File: config.mk
export PLATFORM = sky130hd
export DESIGN_NAME = res_drain_ctrl_flat
export DESIGN_NICKNAME = d
export VERILOG_FILES = /design/src/rtl/res_drain_ctrl_if.sv /design/src/rtl/res_drain_ctrl.sv /design/src/flat_wrapper.sv
export SDC_FILE = /design/constraint.sdc
export NUM_CORES = 1
export LEC_CHECK = 0
export BUFFER_PORTS_ARGS = -buffer_cell sky130_fd_sc_hd__buf_4
export CAP_MARGIN = 10
export CORE_UTILIZATION = 25
export DETAILED_ROUTE_END_ITERATION = 12
export GPL_ROUTABILITY_DRIVEN = 0
export GPL_TIMING_DRIVEN = 0
export RECOVER_POWER = 100
export SYNTH_ARGS = -nofsm -noshare
export SYNTH_HDL_FRONTEND = slang
export SYNTH_SLANG_ARGS = --single-unit
File: constraint.sdc
create_clock -name clk -period 2.75 [get_ports clk]
set_input_delay 0.4125 -clock clk [delete_from_list [all_inputs] [get_ports clk]]
set_output_delay 0.4125 -clock clk [all_outputs]
set_load 0.02 [all_outputs]
File: src/rtl/res_drain_ctrl_if.sv
// Output stream bundle for res_drain_ctrl: result word, valid/ready handshake and end-of-drain marker.
interface res_drain_ctrl_if #(
  parameter int OUT_W = 32
);
  logic [OUT_W-1:0] out_data;
  logic             out_valid;
  logic             out_ready;
  logic             out_last;

  modport master (output out_data, output out_valid, output out_last, input out_ready);
  modport slave  (input out_data, input out_valid, input out_last, output out_ready);
endinterface

File: src/rtl/res_drain_ctrl.sv
// Drains N_ROWS*RES_D result words from a MAC column Res_cascade chain into a small FIFO and streams them out.
// Optional macro RES_DRAIN_SAT_EN saturates each signed word to OUT_W bits instead of truncating.
module res_drain_ctrl #(
  parameter int RES_W  = 32,
  parameter int OUT_W  = 32,
  parameter int N_ROWS = 4,
  parameter int RES_D  = 1,
  parameter int FIFO_D = 4
) (
  input  logic             clk,
  input  logic             reset,
  input  logic             start,
  output logic             busy,
  output logic             done,
  input  logic [RES_W-1:0] Res_cascade,
  output logic             Res_en,
  res_drain_ctrl_if.master out_if
);

  localparam int N_WORDS = N_ROWS * RES_D;
  localparam int CNT_W   = $clog2(N_WORDS + 1);
  localparam int PTR_W   = $clog2(FIFO_D);
  localparam int OCC_W   = PTR_W + 1;

  localparam logic [CNT_W-1:0] LAST_IDX = CNT_W'(N_WORDS - 1);
  localparam logic [OCC_W-1:0] OCC_MAX  = OCC_W'(FIFO_D);

  typedef enum logic [1:0] {
    IDLE  = 2'd0,
    DRAIN = 2'd1,
    FLUSH = 2'd2
  } state_t;

  state_t           state;
  logic [CNT_W-1:0] word_cnt;
  logic [PTR_W-1:0] wr_ptr;
  logic [PTR_W-1:0] rd_ptr;
  logic [OCC_W-1:0] occ;
  logic [OUT_W-1:0] data_mem [FIFO_D];
  logic             last_mem [FIFO_D];

  logic             fifo_full;
  logic             fifo_empty;
  logic             push;
  logic             pop;
  logic             push_last;
  logic [OUT_W-1:0] push_word;

  assign fifo_full  = (occ == OCC_MAX);
  assign fifo_empty = (occ == '0);
  assign Res_en     = (state == DRAIN) && !fifo_full;
  assign push       = Res_en;
  assign pop        = !fifo_empty && out_if.out_ready;
  assign push_last  = (word_cnt == LAST_IDX);

  assign out_if.out_valid = !fifo_empty;
  assign out_if.out_data  = fifo_empty ? '0 : data_mem[rd_ptr];
  assign out_if.out_last  = fifo_empty ? 1'b0 : last_mem[rd_ptr];

`ifdef RES_DRAIN_SAT_EN
  // The word fits in OUT_W signed bits only if every bit from the OUT_W sign bit upward agrees.
  logic [RES_W-OUT_W:0] upper_bits;
  logic                 in_range;

  assign upper_bits = Res_cascade[RES_W-1:OUT_W-1];
  assign in_range   = (&upper_bits) || !(|upper_bits);

  always_comb begin
    push_word = Res_cascade[OUT_W-1:0];
    if (!in_range) begin
      if (Res_cascade[RES_W-1]) begin
        push_word = {1'b1, {(OUT_W-1){1'b0}}};
      end else begin
        push_word = {1'b0, {(OUT_W-1){1'b1}}};
      end
    end
  end
`else
  assign push_word = Res_cascade[OUT_W-1:0];
`endif

  always_ff @(posedge clk) begin
    if (push) begin
      data_mem[wr_ptr] <= push_word;
      last_mem[wr_ptr] <= push_last;
    end
  end

  // Control, pointers and occupancy; a pop never frees a slot for a push in the same cycle.
  always_ff @(posedge clk) begin
    if (reset) begin
      state    <= IDLE;
      word_cnt <= '0;
      wr_ptr   <= '0;
      rd_ptr   <= '0;
      occ      <= '0;
      busy     <= 1'b0;
      done     <= 1'b0;
    end else begin
      done <= 1'b0;

      if (push) begin
        wr_ptr   <= wr_ptr + 1'b1;
        word_cnt <= word_cnt + 1'b1;
      end
      if (pop) begin
        rd_ptr <= rd_ptr + 1'b1;
      end

      unique case ({push, pop})
        2'b10:   occ <= occ + 1'b1;
        2'b01:   occ <= occ - 1'b1;
        default: occ <= occ;
      endcase

      unique case (state)
        IDLE: begin
          if (start && !done) begin
            state    <= DRAIN;
            busy     <= 1'b1;
            word_cnt <= '0;
          end
        end
        DRAIN: begin
          if (push && push_last) begin
            state <= FLUSH;
          end
        end
        FLUSH: begin
          if (pop && last_mem[rd_ptr]) begin
            state <= IDLE;
            busy  <= 1'b0;
            done  <= 1'b1;
          end
        end
        default: state <= IDLE;
      endcase
    end
  end

endmodule

File: src/flat_wrapper.sv
// flat-port wrapper written by rule: the top's interface ports become plain ports
module res_drain_ctrl_flat 
#(
  parameter int RES_W  = 32,
  parameter int OUT_W  = 32,
  parameter int N_ROWS = 4,
  parameter int RES_D  = 1,
  parameter int FIFO_D = 4
)
  (clk, reset, start, busy, done, Res_cascade, Res_en, out_if_out_data, out_if_out_valid, out_if_out_last, out_if_out_ready);
  res_drain_ctrl_if #(.OUT_W(OUT_W)) out_if_i ();
  input  logic clk;
  input  logic reset;
  input  logic start;
  output logic busy;
  output logic done;
  input  logic [RES_W-1:0] Res_cascade;
  output logic Res_en;
  output wire logic [$bits(out_if_i.out_data)-1:0] out_if_out_data;
  output wire logic [$bits(out_if_i.out_valid)-1:0] out_if_out_valid;
  output wire logic [$bits(out_if_i.out_last)-1:0] out_if_out_last;
  input wire logic [$bits(out_if_i.out_ready)-1:0] out_if_out_ready;
  assign out_if_out_data = out_if_i.out_data;
  assign out_if_out_valid = out_if_i.out_valid;
  assign out_if_out_last = out_if_i.out_last;
  assign out_if_i.out_ready = out_if_out_ready;
  res_drain_ctrl #(.RES_W(RES_W), .OUT_W(OUT_W), .N_ROWS(N_ROWS), .RES_D(RES_D), .FIFO_D(FIFO_D)) u_core (.clk(clk), .reset(reset), .start(start), .busy(busy), .done(done), .Res_cascade(Res_cascade), .Res_en(Res_en), .out_if(out_if_i));
endmodule
Yosys cells after proc, flatten, opt, wreduce, memory -nomap -nowiden
Memories as Yosys holds them, arrays and structs flattened. A register that Yosys moved wholly into a read port is not among the register bits.
Cells that the tools add are included.

operators by class
  add/sub/neg operators = 5
  eq/ne operators = 9
  muxes and demuxes = 20
  bitwise operators = 1
  reduce and logical (&&, ||, !) cells = 15

operators with widths
  kind                 number
  $mux 32              1
  $mux 2               7
  $mux 3               3
  $add 3x1->3 const B  2
  $mux 1               6
  $pmux 2 s3           1
  $pmux 3 s2           1
  $reduce_and 3->1     2
  $logic_and 1x1->1    5
  $add 2x1->2 const B  2
  $eq 2x1->1 const B   2
  $eq 2x2->1 const B   2
  $ne 2x1->1 const B   2
  $reduce_bool 2->1    2
  $eq 3x2->1 const B   1
  $eq 3x3->1 const B   1
  $logic_not 1->1      3
  $logic_not 3->1      1
  $sub 3x1->3 const B  1
  $logic_not 2->1      1
  $ne 2x2->1 const B   1
  $pmux 1 s2           1
  $reduce_or 2->1      1
  $not 1->1            1

storage, ports and cells
  register bits after elaboration = 14
  RAM bits = 132
  bits of input ports = 36
  output and inout bits = 37
  memories kept = 2

memories
  name             depth  bits a word  read ports  clocked after memory_dff  write ports  line                  source
  u_core.data_mem  4      32           1           1                         1            res_drain_ctrl.sv:39  logic [OUT_W-1:0] data_mem [FIFO_D];
  u_core.last_mem  4      1            1           1                         1            res_drain_ctrl.sv:40  logic last_mem [FIFO_D];

Depth between registers and ports, before layout
Gate-level depths: netlist of the first run.

  word-level depth = 6
  depth in mapped cells = 9

Least setup slack after synthesis of the first run
No wires, ideal clock.

  kind = register to register
  from = reg u_core.occ[2]
  to = reg u_core.occ[2]
  arrival = 2196 ps
  required time = 2679 ps
  slack = 483 ps
  stages on the path, launching flop included = 10
  clock period less this slack = 2267 ps
  cells stage by stage = dfxtp_1 nor3b_1 nor2_1 inv_1 ha_1 inv_1 fa_1 xor2_1 or3_1 a21oi_1

between the ends
  longest elaborated chain between the ends = 5
  elaborated cells between the ends (all ways) = 12

ends and longest elaborated chain
  element                                          line                   source
  from (decl)                                      res_drain_ctrl.sv:38   logic [OCC_W-1:0] occ;
  from (signal assigned)                           res_drain_ctrl.sv:111  2'b10: occ <= occ + 1'b1;
  from (signal assigned)                           res_drain_ctrl.sv:112  2'b01: occ <= occ - 1'b1;
  $eq 3x3->1 *                                     res_drain_ctrl.sv:49   assign fifo_full = (occ == OCC_MAX);
  $logic_not 1->1 *                                res_drain_ctrl.sv:51   assign Res_en = (state == DRAIN) && !fifo_full;
  $logic_and 1x1->1 *                              res_drain_ctrl.sv:51
  net Res_en                                       flat_wrapper.sv:18     output logic Res_en;
  $eq 2x1->1 or $eq 2x2->1 (tied branches)         res_drain_ctrl.sv:110  unique case ({push, pop})
  $pmux 3 s2 or $reduce_bool 2->1 (tied branches)  n/a

The timed path passes the listed nets; every way through them passes the cells marked *.
A chain may end at the register's enable or synchronous reset.

==> results.md, run 1 <==
* # H-tree levels at 4
* Largest family of logic cells by synthesized area: multiplexers
* Area of the multi-input gates at 1380 sq um
* Worst r2r dst: u_core.data_mem[3][29]$_DFFE_PP_
* PD cells at 983 nW/um^2
* Post-synthesis sequential area ratio at 0.742
* CTS resizes at 0
* Most frequent cells in the layout: 132 x edfxtp_1, 50 x clkbuf_1, 33 x mux4_2, 27 x buf_4, 21 x and2_0
* Layout cells sized above 1 at 0.269
* Worst min-delay path class: in2reg
* HPWL after DPL at roughly 7500 um
* Worst Path Max Fanout at 10
* Leakage power at 0.00232 uW
* Adder-cell share of the synthesized area at 0.0186
* Non-Filler Instances at 687
* Final WL at 11,600 um
* # hold bufs at CTS at 0
* XOR/XNOR Fraction of Synth Area at 0.00607
* Iter 0 DRT Violations at 185
* Main synth FF type: edfxtp_1
* Placeable Area at 22,600 sq um
* Worst path depth at 5
* Most common cell after layout, fill and taps aside: edfxtp_1
* Clock sink count at between 100 and 150
* Site Rows at 55
* CP Capture Type: primary output
* Tot GR Track Use at 0.105
* Vias per cell at around 4.3
* Placed Cells at about 660
* Minimum clock period at between 2 and 3 ns
* Critical Path Slowest Stage Cell: clkbuf_2
* Die Y at 154 um
* Synth cell types at 32
* CP delay by family, top: buffers and inverters
* Initial antenna violation count at 0
* CP Buf/Inv Count at 3
* Post-route antenna net violation count at 0
* PnR Total Power at about 7000 uW
* Sequential cell area at 4280 sq um
* Yosys warning count at 0
* Fillers at approximately 2,200
* Die Wd at 154 um
* Initial core utilization at 0.255
* Die ar. at roughly 24,000 sq um
* Cells along the critical path: clkbuf_1 -> clkbuf_2 -> mux4_2 -> and2_0 -> buf_4
* Post-Synth Simple-Gate Area at 0.0624
* Io pins at 73
* CTS tree: built
* CP max stage delay at between 0.3 and 0.4 ns
* First-pass GRT wire length at between 15,000 and 20,000 um
* Clock Latency Late Sink at approximately 0.41 ns
* Worst path required time at roughly 2.3 ns
* Gate Count Post-Synth at just under 300
* Drt pass-1 iters at 4
* Root Driver: clkbuf_16
* Slew Limit Fails at 0
* Total gr overflow at 0
* Post-synth EDFFs at approximately 130
* Setup Buffers After CTS at 0
* Final Hold Viols at 0
* Compound-Gate Fraction of Synth Area at 0.0221
* Setup-failing EPs final at 0
* Clock-pin slew on the worst setup and hold paths at 0.06 ns
* DRC at 0
* Max-cap violations at 0
* Reg2Reg Depth at 4
* Largest buffer count on any clock path at 2
* PortBufs at 72
* RSZ-0062 raised after global routing: no
* Synthesized Nets at between 300 and 400
* Post-synthesis mux area share at 0.129
* WS Path Type: reg2out
* Setup Skew at around 0.007 ns
* Critical Path Sink: out_if_out_data[12]
* ANT cells at 0
* Asr flop ratio synth at 0
* Startpoint types: register
* Outcome: finished clean
* Avg Inst Size Synth at just under 20 sq um
* Wire length per cell at between 15 and 20 um
* Flop-to-flop setup slack at 0.31 ns
* Final nets at approximately 430
* Max VDD drop at ~0.52 mV
* CTS buffer count at 17
* Max Freq at between 300 and 400 MHz
* Largest net degree at the start of global routing at 27
* Launch point of the worst reg-to-reg path: u_core.occ[0]$_SDFFE_PP0P_
* CP Data Arrival Time at between 2 and 2.5 ns
* Via count at 2,943
* Flops & latches, synth at 148
* Slew @ Worst Pin at about 1.1 ns
* Period utilisation layout at 0.912
* Post-Syn Area at roughly 5800 sq um
* Vias in the first global route at ~3,100
* Slew HR at 0.287
* Synth-to-Final Area Change at 23.8%
## where the power goes
group / leakage (uW) / internal (uW) / switching, uW / total (uW)
logic: 0.000704 / 891 / 1190 / 2080
registers: 0.00134 / 2580 / 61.2 / 2640
clock network: 0.000284 / 1360 / 945 / 2310
total: 0.00232 / 4840 / 2190 / 7030
## Yosys cell counts (2+ instances only)
| cell type | number | area [sq um] |
|---|---|---|
| ha_1 | 7 | 87.6 |
| buf_6 | 4 | 45.0 |
| a21oi_1 | 8 | 40.0 |
| nand3_1 | 4 | 20.0 |
| buf_2 | 3 | 15.0 |
| and3_1 | 4 | 25.0 |
| o21ai_0 | 5 | 25.0 |
| and2_1 | 33 | 206 |
| or3_1 | 3 | 18.8 |
| xor2_1 | 3 | 26.3 |
| dfxtp_1 | 16 | 320 |
| nor2b_1 | 2 | 12.5 |
| clkbuf_1 | 7 | 26.3 |
| edfxtp_1 | 132 | 3960 |
| inv_1 | 7 | 26.3 |
| nor2_1 | 8 | 30.0 |
| mux4_2 | 33 | 743 |
## worst min-delay path by stage
| stage | from | to | cells after the start |
|---|---|---|---|
| CTS | Res_cascade[16] | u_core.data_mem[2][16]$_DFFE_PP_ | 1 |
| global route | Res_cascade[26] | u_core.data_mem[3][26]$_DFFE_PP_ | 1 |
| global placement | u_core.word_cnt[1]$_SDFF_PP0_ | u_core.word_cnt[1]$_SDFF_PP0_ | 2 |
| floorplan | u_core.word_cnt[1]$_SDFF_PP0_ | u_core.word_cnt[1]$_SDFF_PP0_ | 2 |
| finish | Res_cascade[28] | u_core.data_mem[0][28]$_DFFE_PP_ | 1 |
| detailed placement | u_core.word_cnt[1]$_SDFF_PP0_ | u_core.word_cnt[1]$_SDFF_PP0_ | 2 |
## per-layer routing
layer,part of all wire,GRT usage,wire (um)
met2,0.50,0.176,5870
met5,0,0,0
met4,0.014,0.0343,159
met1,0.43,0.128,5010
met3,0.051,0.0321,596
## cell families (layout without fill, tap and decap cells)
group                    Yosys count  after routing
multiplexers                      33             33
AO/OA/AOI/OAI                     20             20
AND/OR/NAND/NOR                   60             60
buffers and inverters             21            129
adder cells (fa/ha/maj)            8              8
flip-flops                       148            148
XOR/XNOR                           4              4
## registers in the layout, indices dropped and copies added (netlist names), named ones only
signal and flops:
u_core.data_mem 128, u_core.last_mem 4, u_core.occ 3, u_core.word_cnt 3
u_core.rd_ptr 2, u_core.state 2, u_core.wr_ptr 2, u_core.busy 1
u_core.done 1
## layout make-up
type                            instances  area share
Inverter                                7     0.00368
Clock inverter                         15      0.0236
Clock buffer                           17      0.0595
Multi-Input combinational cell        125       0.193
Tap cell                              285      0.0499
Buffer                                 14      0.0121
Timing Repair Buffer                   76      0.0590
Sequential cell                       148       0.600
## through the flow
| step | hold slack, ns | utilization | cell area [sq um] | setup slack, ns | setup TNS [ns] |
|---|---|---|---|---|---|
| after floorplan | 0.454 | - | 5770 | 0.483 | 0 |
| after global placement | 0.470 | 0.295 | 6670 | -0.227 | -25.52 |
| after detailed placement | 0.483 | 0.299 | 6770 | 0.202 | 0 |
| after CTS | 0.178 | 0.325 | 7360 | 0.157 | 0 |
| after global routing | 0.249 | 0.316 | 7150 | 0.0764 | 0 |
| final | 0.259 | 0.316 | 7150 | 0.241 | 0 |
Note: power is estimated with default switching activity, not from simulation.
==> run 2: changes to the inputs <==
--- a/config.mk
+++ b/config.mk
@@ -12,6 +12,7 @@
 export GPL_ROUTABILITY_DRIVEN = 0
 export GPL_TIMING_DRIVEN = 0
 export RECOVER_POWER = 100
+export REMOVE_ABC_BUFFERS = 1
 export SYNTH_ARGS = -nofsm -noshare
 export SYNTH_HDL_FRONTEND = slang
 export SYNTH_SLANG_ARGS = --single-unit
==> run 2 against run 1 <==
Against the previous run:
- first-iteration DRC count decreased by 31%
- clock-buffer cell count is 1 higher
- critical endpoint is now out_if_out_data[3]
- total power up 4.3%
- core utilization is 0.34 points higher
- via count rose by 0.58%
- largest power group unchanged
==> results.md, run 2 (same netlist as run 1, synthesis figures left out) <==
* Site Rows at 55 (unchanged)
* Slew HR at 0.292 (+0.00456)
* Drt pass-1 iters at 4 (unchanged)
* Slew Limit Fails at 0 (unchanged)
* First-pass GRT wire length at 18,200 um (+1.3%)
* CP Buf/Inv Count at 2 (-1)
* Die Wd at 154 um (unchanged)
* Io pins at 73 (unchanged)
* Final Hold Viols at 0 (unchanged)
* CTS resizes at 1 (+1)
* Clock sink count at 148 (unchanged)
* Sequential cell area at 4290 sq um (+0.12%)
* # hold bufs at CTS at 0 (unchanged)
* Initial core utilization at 0.255 (unchanged)
* Most common cell after layout, fill and taps aside: edfxtp_1
* ANT cells at 0 (unchanged)
* # H-tree levels at 4 (unchanged)
* Minimum clock period at 2.52 ns (+0.0154 ns)
* CP delay by family, top: flip-flops
* Placed Area at 6740 sq um (-0.46%)
* Root Driver: clkbuf_16
* Placeable Area at 22,600 sq um (unchanged)
* Max Freq at 396 MHz (-0.61%)
* Vias per cell at 4.39 (+2.4%)
* Synth-to-Final Area Change at 25.2%
* CP max stage delay at 0.55 ns (+0.17 ns)
* CTS buffer count at 17 (unchanged)
* Final instance area at 7220 sq um (+1.1%)
* PortBufs at 72 (unchanged)
* Max-cap violations at 0 (unchanged)
* Setup Buffers After CTS at 0 (unchanged)
* PD cells at 1010 nW/um^2 (+3.2%)
* Wire length per cell at 17.2 um (+1.7%)
* Setup-failing EPs final at 0 (unchanged)
* Largest register FFs at 128 (unchanged)
* Biggest register: u_core.data_mem
* Post-place setup slack at 0.294 ns (+0.0925 ns)
* Worst path required time at 2.34 ns (about the same)
* Critical Path Slowest Stage Cell: dfxtp_4
* Die Y at 154 um (unchanged)
* RSZ-0062 raised after global routing: no
* Final nets at 422 (-2.5%)
* Final WL at 11,600 um (-0.12%)
* Setup Skew at 0.0121 ns (+0.00518 ns)
* Die ar. at 23,700 sq um (unchanged)
* Fin util at 0.319 (+0.00343)
* Outcome: finished clean
* Worst Path Max Fanout at 20 (+10)
* Leakage power at 0.00234 uW (+0.88%)
* Via count at 2,960 (+0.58%)
* CTS tree: built
* Total gr overflow at 0 (unchanged)
* Clock Latency Late Sink at 0.42 ns (about the same)
* WS Path Type: reg2out
* Fillers at 2,190 (-1.3%)
* Largest regs: u_core.data_mem: 128 flops, u_core.last_mem: 4 flops
* Slew @ Worst Pin at 1.06 ns (-0.00685 ns)
* Setup WS post-layout at 0.225 ns (-0.0154 ns)
* Largest net degree at the start of global routing at 25 (-7.4%)
* Area of the multi-input gates at 1370 sq um (-0.45%)
* Cells along the critical path: buf_12 -> mux4_2 -> and2_0 -> buf_4
* CP Capture Type: primary output
* Vias in the first global route at 3,225 (+3.0%)
* Layout cells sized above 1 at 0.259 (-0.00968)
* Period utilisation layout at 0.918 (+0.00559)
* Max VDD drop at 0.556 mV (+6.7%)
* Hold Slack at 0.258 ns (-0.00133 ns)
* Largest buffer count on any clock path at 2 (unchanged)
* Worst min-delay path class: in2reg
* Initial antenna violation count at 0 (unchanged)
* HPWL after DPL at 7530 um (+0.25%)
* CP Data Arrival Time at 2.11 ns (about the same)
* DRC at 0 (unchanged)
* Clock-pin slew on the worst setup and hold paths at 0.06 ns (about the same)
* Startpoint types: register
* Most frequent cells in the layout: 132 x edfxtp_1, 45 x clkbuf_1, 33 x mux4_2, 28 x buf_4, 23 x and2_0
* Post-route antenna net violation count at 0 (unchanged)
* Tot GR Track Use at 0.105 (+0.000373)
* Iter 0 DRT Violations at 128 (-31%)
-- run 2: cell count changes in the layout (fill, tap and decap cells not counted), sizes merged --
cell and change:
buf +2, clkinv +2, clkbuf -12, inv -5, clkinvlp -3, bufinv +4
-- run 2: worst paths after layout --
path                                                     from                         endpoint  slack [ns]  depth (start not counted)
worst min register to register  u_core.word_cnt[0]$_SDFF_PP0_    u_core.word_cnt[0]$_SDFF_PP0_        0.50                          2
worst min-delay path                           Res_cascade[3]  u_core.data_mem[1][3]$_DFFE_PP_        0.26                          1
worst max register to register     u_core.occ[2]$_SDFFE_PP0P_       u_core.occ[2]$_SDFFE_PP0P_        0.26                          9
worst max-delay path                                 register               out_if_out_data[3]        0.23                          4
-- run 2: final cells by class --
cell class / count / share of cell area
Clock buffer: 18 / 0.0594
Clock inverter: 13 / 0.0317
Inverter: 7 / 0.00364
Multi-Input combinational cell: 125 / 0.190
Sequential cell: 148 / 0.594
Tap cell: 285 / 0.0494
Timing Repair Buffer: 79 / 0.0724
-- run 2: per-layer routing --
metal  track usage  routed length (um)
met4        0.0429                 161
met5             0                   0
met3        0.0310                 429
met1         0.128                5170
met2         0.174                5860
-- run 2: power by group --
group / total [uW] / internal (uW) / switching (uW)
Sequential: 2720 / 2590 / 132
Combinational: 2020 / 933 / 1090
Clock: 2580 / 1700 / 885
-- run 2: stage by stage --
| step | std cells | setup TNS (ns) | power, uW |
|---|---|---|---|
| floorplan | 280 | -0.497 | 3970 |
| global placement | 637 | -57.31 | 4810 |
| detailed placement | 644 | 0 | 4950 |
| CTS | 675 | 0 | 7570 |
| global route | 675 | 0 | 7670 |
| finish | 675 | 0 | 7330 |
==> run 3: changes to the inputs <==
==> constraint.sdc (replaced) <==
create_clock -name clk -period 2.6 [get_ports clk]
set_input_delay 0.39 -clock clk [delete_from_list [all_inputs] [get_ports clk]]
set_output_delay 0.39 -clock clk [all_outputs]
set_load 0.02 [all_outputs]
==> run 3 against run 2 <==
Against the previous run:
- sequential share of layout area fell by 0.19 points
- clock-buffer cell count did not move
- die area stayed put
- non-clock buffer count rose by 1
- combinational power is 11% higher
- first-iteration DRC count shrank 3.1%
- via count decreased by 0.47%
- sequential cell count is the same
- cell area up 0.23%
- hold slack worse by 0.023 ns
- global-route usage unchanged
- total power grew 6.3%
- critical endpoint is now out_if_out_data[21]
==> results.md, run 3 (same netlist as run 1, synthesis figures left out) <==
* Outcome: finished clean
* Io pins at 73 (unchanged)
* Slew @ Worst Pin at 1.06 ns (-0.00661 ns)
* Hold Slack at 0.235 ns (-0.0226 ns)
* PD cells at 1080 nW/um^2 (+6.0%)
* Worst min-delay path class: in2reg
* Total gr overflow at 0 (unchanged)
* Biggest register: u_core.data_mem
* CP Data Arrival Time at 2.05 ns (-0.06 ns)
* Critical Path Slowest Stage Cell: or3_1
* Die Y at 154 um (unchanged)
* Clock sink count at 148 (unchanged)
* Worst Path Max Fanout at 24 (+20%)
* Worst path depth at 4 (unchanged)
* Hold path depth at 1 (unchanged)
* Worst hold start: Res_cascade[3]
* Slew HR at 0.296 (+0.00441)
* Clock Latency Late Sink at 0.42 ns (about the same)
* WS Path Type: reg2out
* Root Driver: clkbuf_16
* Non-Filler Instances at 676 (+0.15%)
* RSZ-0062 raised after global routing: no
* Most common cell after layout, fill and taps aside: edfxtp_1
* Slew Limit Fails at 0 (unchanged)
* Post-route antenna net violation count at 0 (unchanged)
* # H-tree levels at 4 (unchanged)
* Placed Cells at 644 (unchanged)
* Synth-to-Final Area Change at 25.5%
* Iter 0 DRT Violations at 124 (-3.1%)
* Leakage power at 0.00237 uW (+1.1%)
* PortBufs at 72 (unchanged)
* # hold bufs at CTS at 0 (unchanged)
* Setup Skew at 0.0117 ns (-0.000428 ns)
* Max-cap violations at 0 (unchanged)
* Placed Area at 6740 sq um (unchanged)
* Die ar. at 23,700 sq um (unchanged)
* Final Hold Viols at 0 (unchanged)
* Final instance area at 7240 sq um (+0.23%)
* CP max stage delay at 0.64 ns (+0.09 ns)
* Max Freq at about 410 MHz
* Period utilisation layout at 0.937
* Final WL at 11,600 um (about the same)
* Startpoint types: register
* HPWL after DPL at 7530 um (unchanged)
* Worst path required time at 2.21 ns (-0.13 ns)
* Vias in the first global route at 3,225 (unchanged)
* Initial core utilization at 0.255 (unchanged)
* Minimum clock period at about 2.4 ns
* Fillers at 2,187 (-0.14%)
* Setup_tns at 0 ns (unchanged)
* ANT cells at 0 (unchanged)
* CP Buf/Inv Count at 2 (unchanged)
* Layout cells sized above 1 at 0.274 (+0.0147)
* Initial antenna violation count at 0 (unchanged)
* Die Wd at 154 um (unchanged)
* DRC at 0 (unchanged)
* Drt pass-1 iters at 4 (unchanged)
* CP Capture Type: primary output
* Largest net degree at the start of global routing at 25 (unchanged)
* Site Rows at 55 (unchanged)
* Clock-pin slew on the worst setup and hold paths at 0.06 ns (about the same)
* Vias per cell at 4.36 (-0.62%)
* Largest buffer count on any clock path at 2 (unchanged)
* Reg2Reg Depth at 3 (-6)
* Tot GR Track Use at 0.105 (unchanged)
* CTS buffer count at 17 (unchanged)
* Largest regs: u_core.data_mem: 128 flops, u_core.last_mem: 4 flops
* Final nets at 423 (+0.24%)
* CP delay by family, top: simple AND/OR/NAND/NOR gates
* Max VDD drop at 0.589 mV (+5.9%)
* Placeable Area at 22,600 sq um (unchanged)
* Cells along the critical path: or3_1 -> buf_16 -> and2_0 -> buf_4
* PnR Total Power at 7790 uW (+6.3%)
* Largest register FFs at 128 (unchanged)
* Setup-failing EPs final at 0 (unchanged)
* First-pass GRT wire length at 18,200 um (unchanged)
* CTS tree: built
* Most frequent cells in the layout: 132 x edfxtp_1, 40 x clkbuf_1, 33 x mux4_2, 27 x buf_4, 23 x and2_0
* Via count at 2,946 (-0.47%)
* Wire length per cell at 17.2 um (-0.17%)
* Launch point of the worst reg-to-reg path: u_core.state[0]$_SDFFE_PP0P_
* Critical path origin: u_core.occ[2]$_SDFFE_PP0P_
==> run 3: worst paths after layout <==
check | end | slack (ns)
setup / recovery | out_if_out_data[21] | 0.16
hold / removal | u_core.data_mem[1][3]$_DFFE_PP_ | 0.24
setup reg to reg | u_core.data_mem[2][15]$_DFFE_PP_ | 0.24
hold reg to reg | u_core.word_cnt[0]$_SDFF_PP0_ | 0.50
==> run 3: what timing repair did <==
action / CTS / global route
cloned: 0 / 0
endpoints found under the hold margin: 0 / 0
resized for setup: 1 / 1
endpoints found under the setup margin: 20 / 10
buffers inserted: 0 / 1
==> run 3: layout make-up <==
| class | count | area (sq um) | area share |
|---|---|---|---|
| Multi-Input combinational cell | 125 | 1380 | 0.190 |
| Tap cell | 285 | 357 | 0.0493 |
| Clock inverter | 13 | 229 | 0.0316 |
| Clock buffer | 18 | 429 | 0.0593 |
| Sequential cell | 148 | 4290 | 0.592 |
| Inverter | 7 | 26.3 | 0.00363 |
| Timing Repair Buffer | 80 | 538 | 0.0743 |
==> run 3: metal layers <==
| layer | GRT usage | part of all wire | up-vias |
|---|---|---|---|
| li1 | - | - | 1328 |
| met1 | 0.128 | 0.45 | 1549 |
| met2 | 0.174 | 0.50 | 55 |
| met3 | 0.0310 | 0.036 | 14 |
| met4 | 0.0429 | 0.014 | 0 |
| met5 | 0 | 0 | - |
==> run 3: stage by stage <==
stage                     setup slack [ns]   util
after floorplan                     -0.194      -
after global placement               -1.11  0.291
after detailed placement             0.144  0.298
after CTS                           0.0155  0.327
after global routing                0.0499  0.320
final                                0.164  0.320
==> run 3: report_power, final <==
part	total, uW	switching (uW)	internal (uW)	leakage [uW]
Clock	2730	937	1800	0.000322
Combinational	2240	1210	1020	0.000711
Sequential	2820	86.1	2730	0.00134
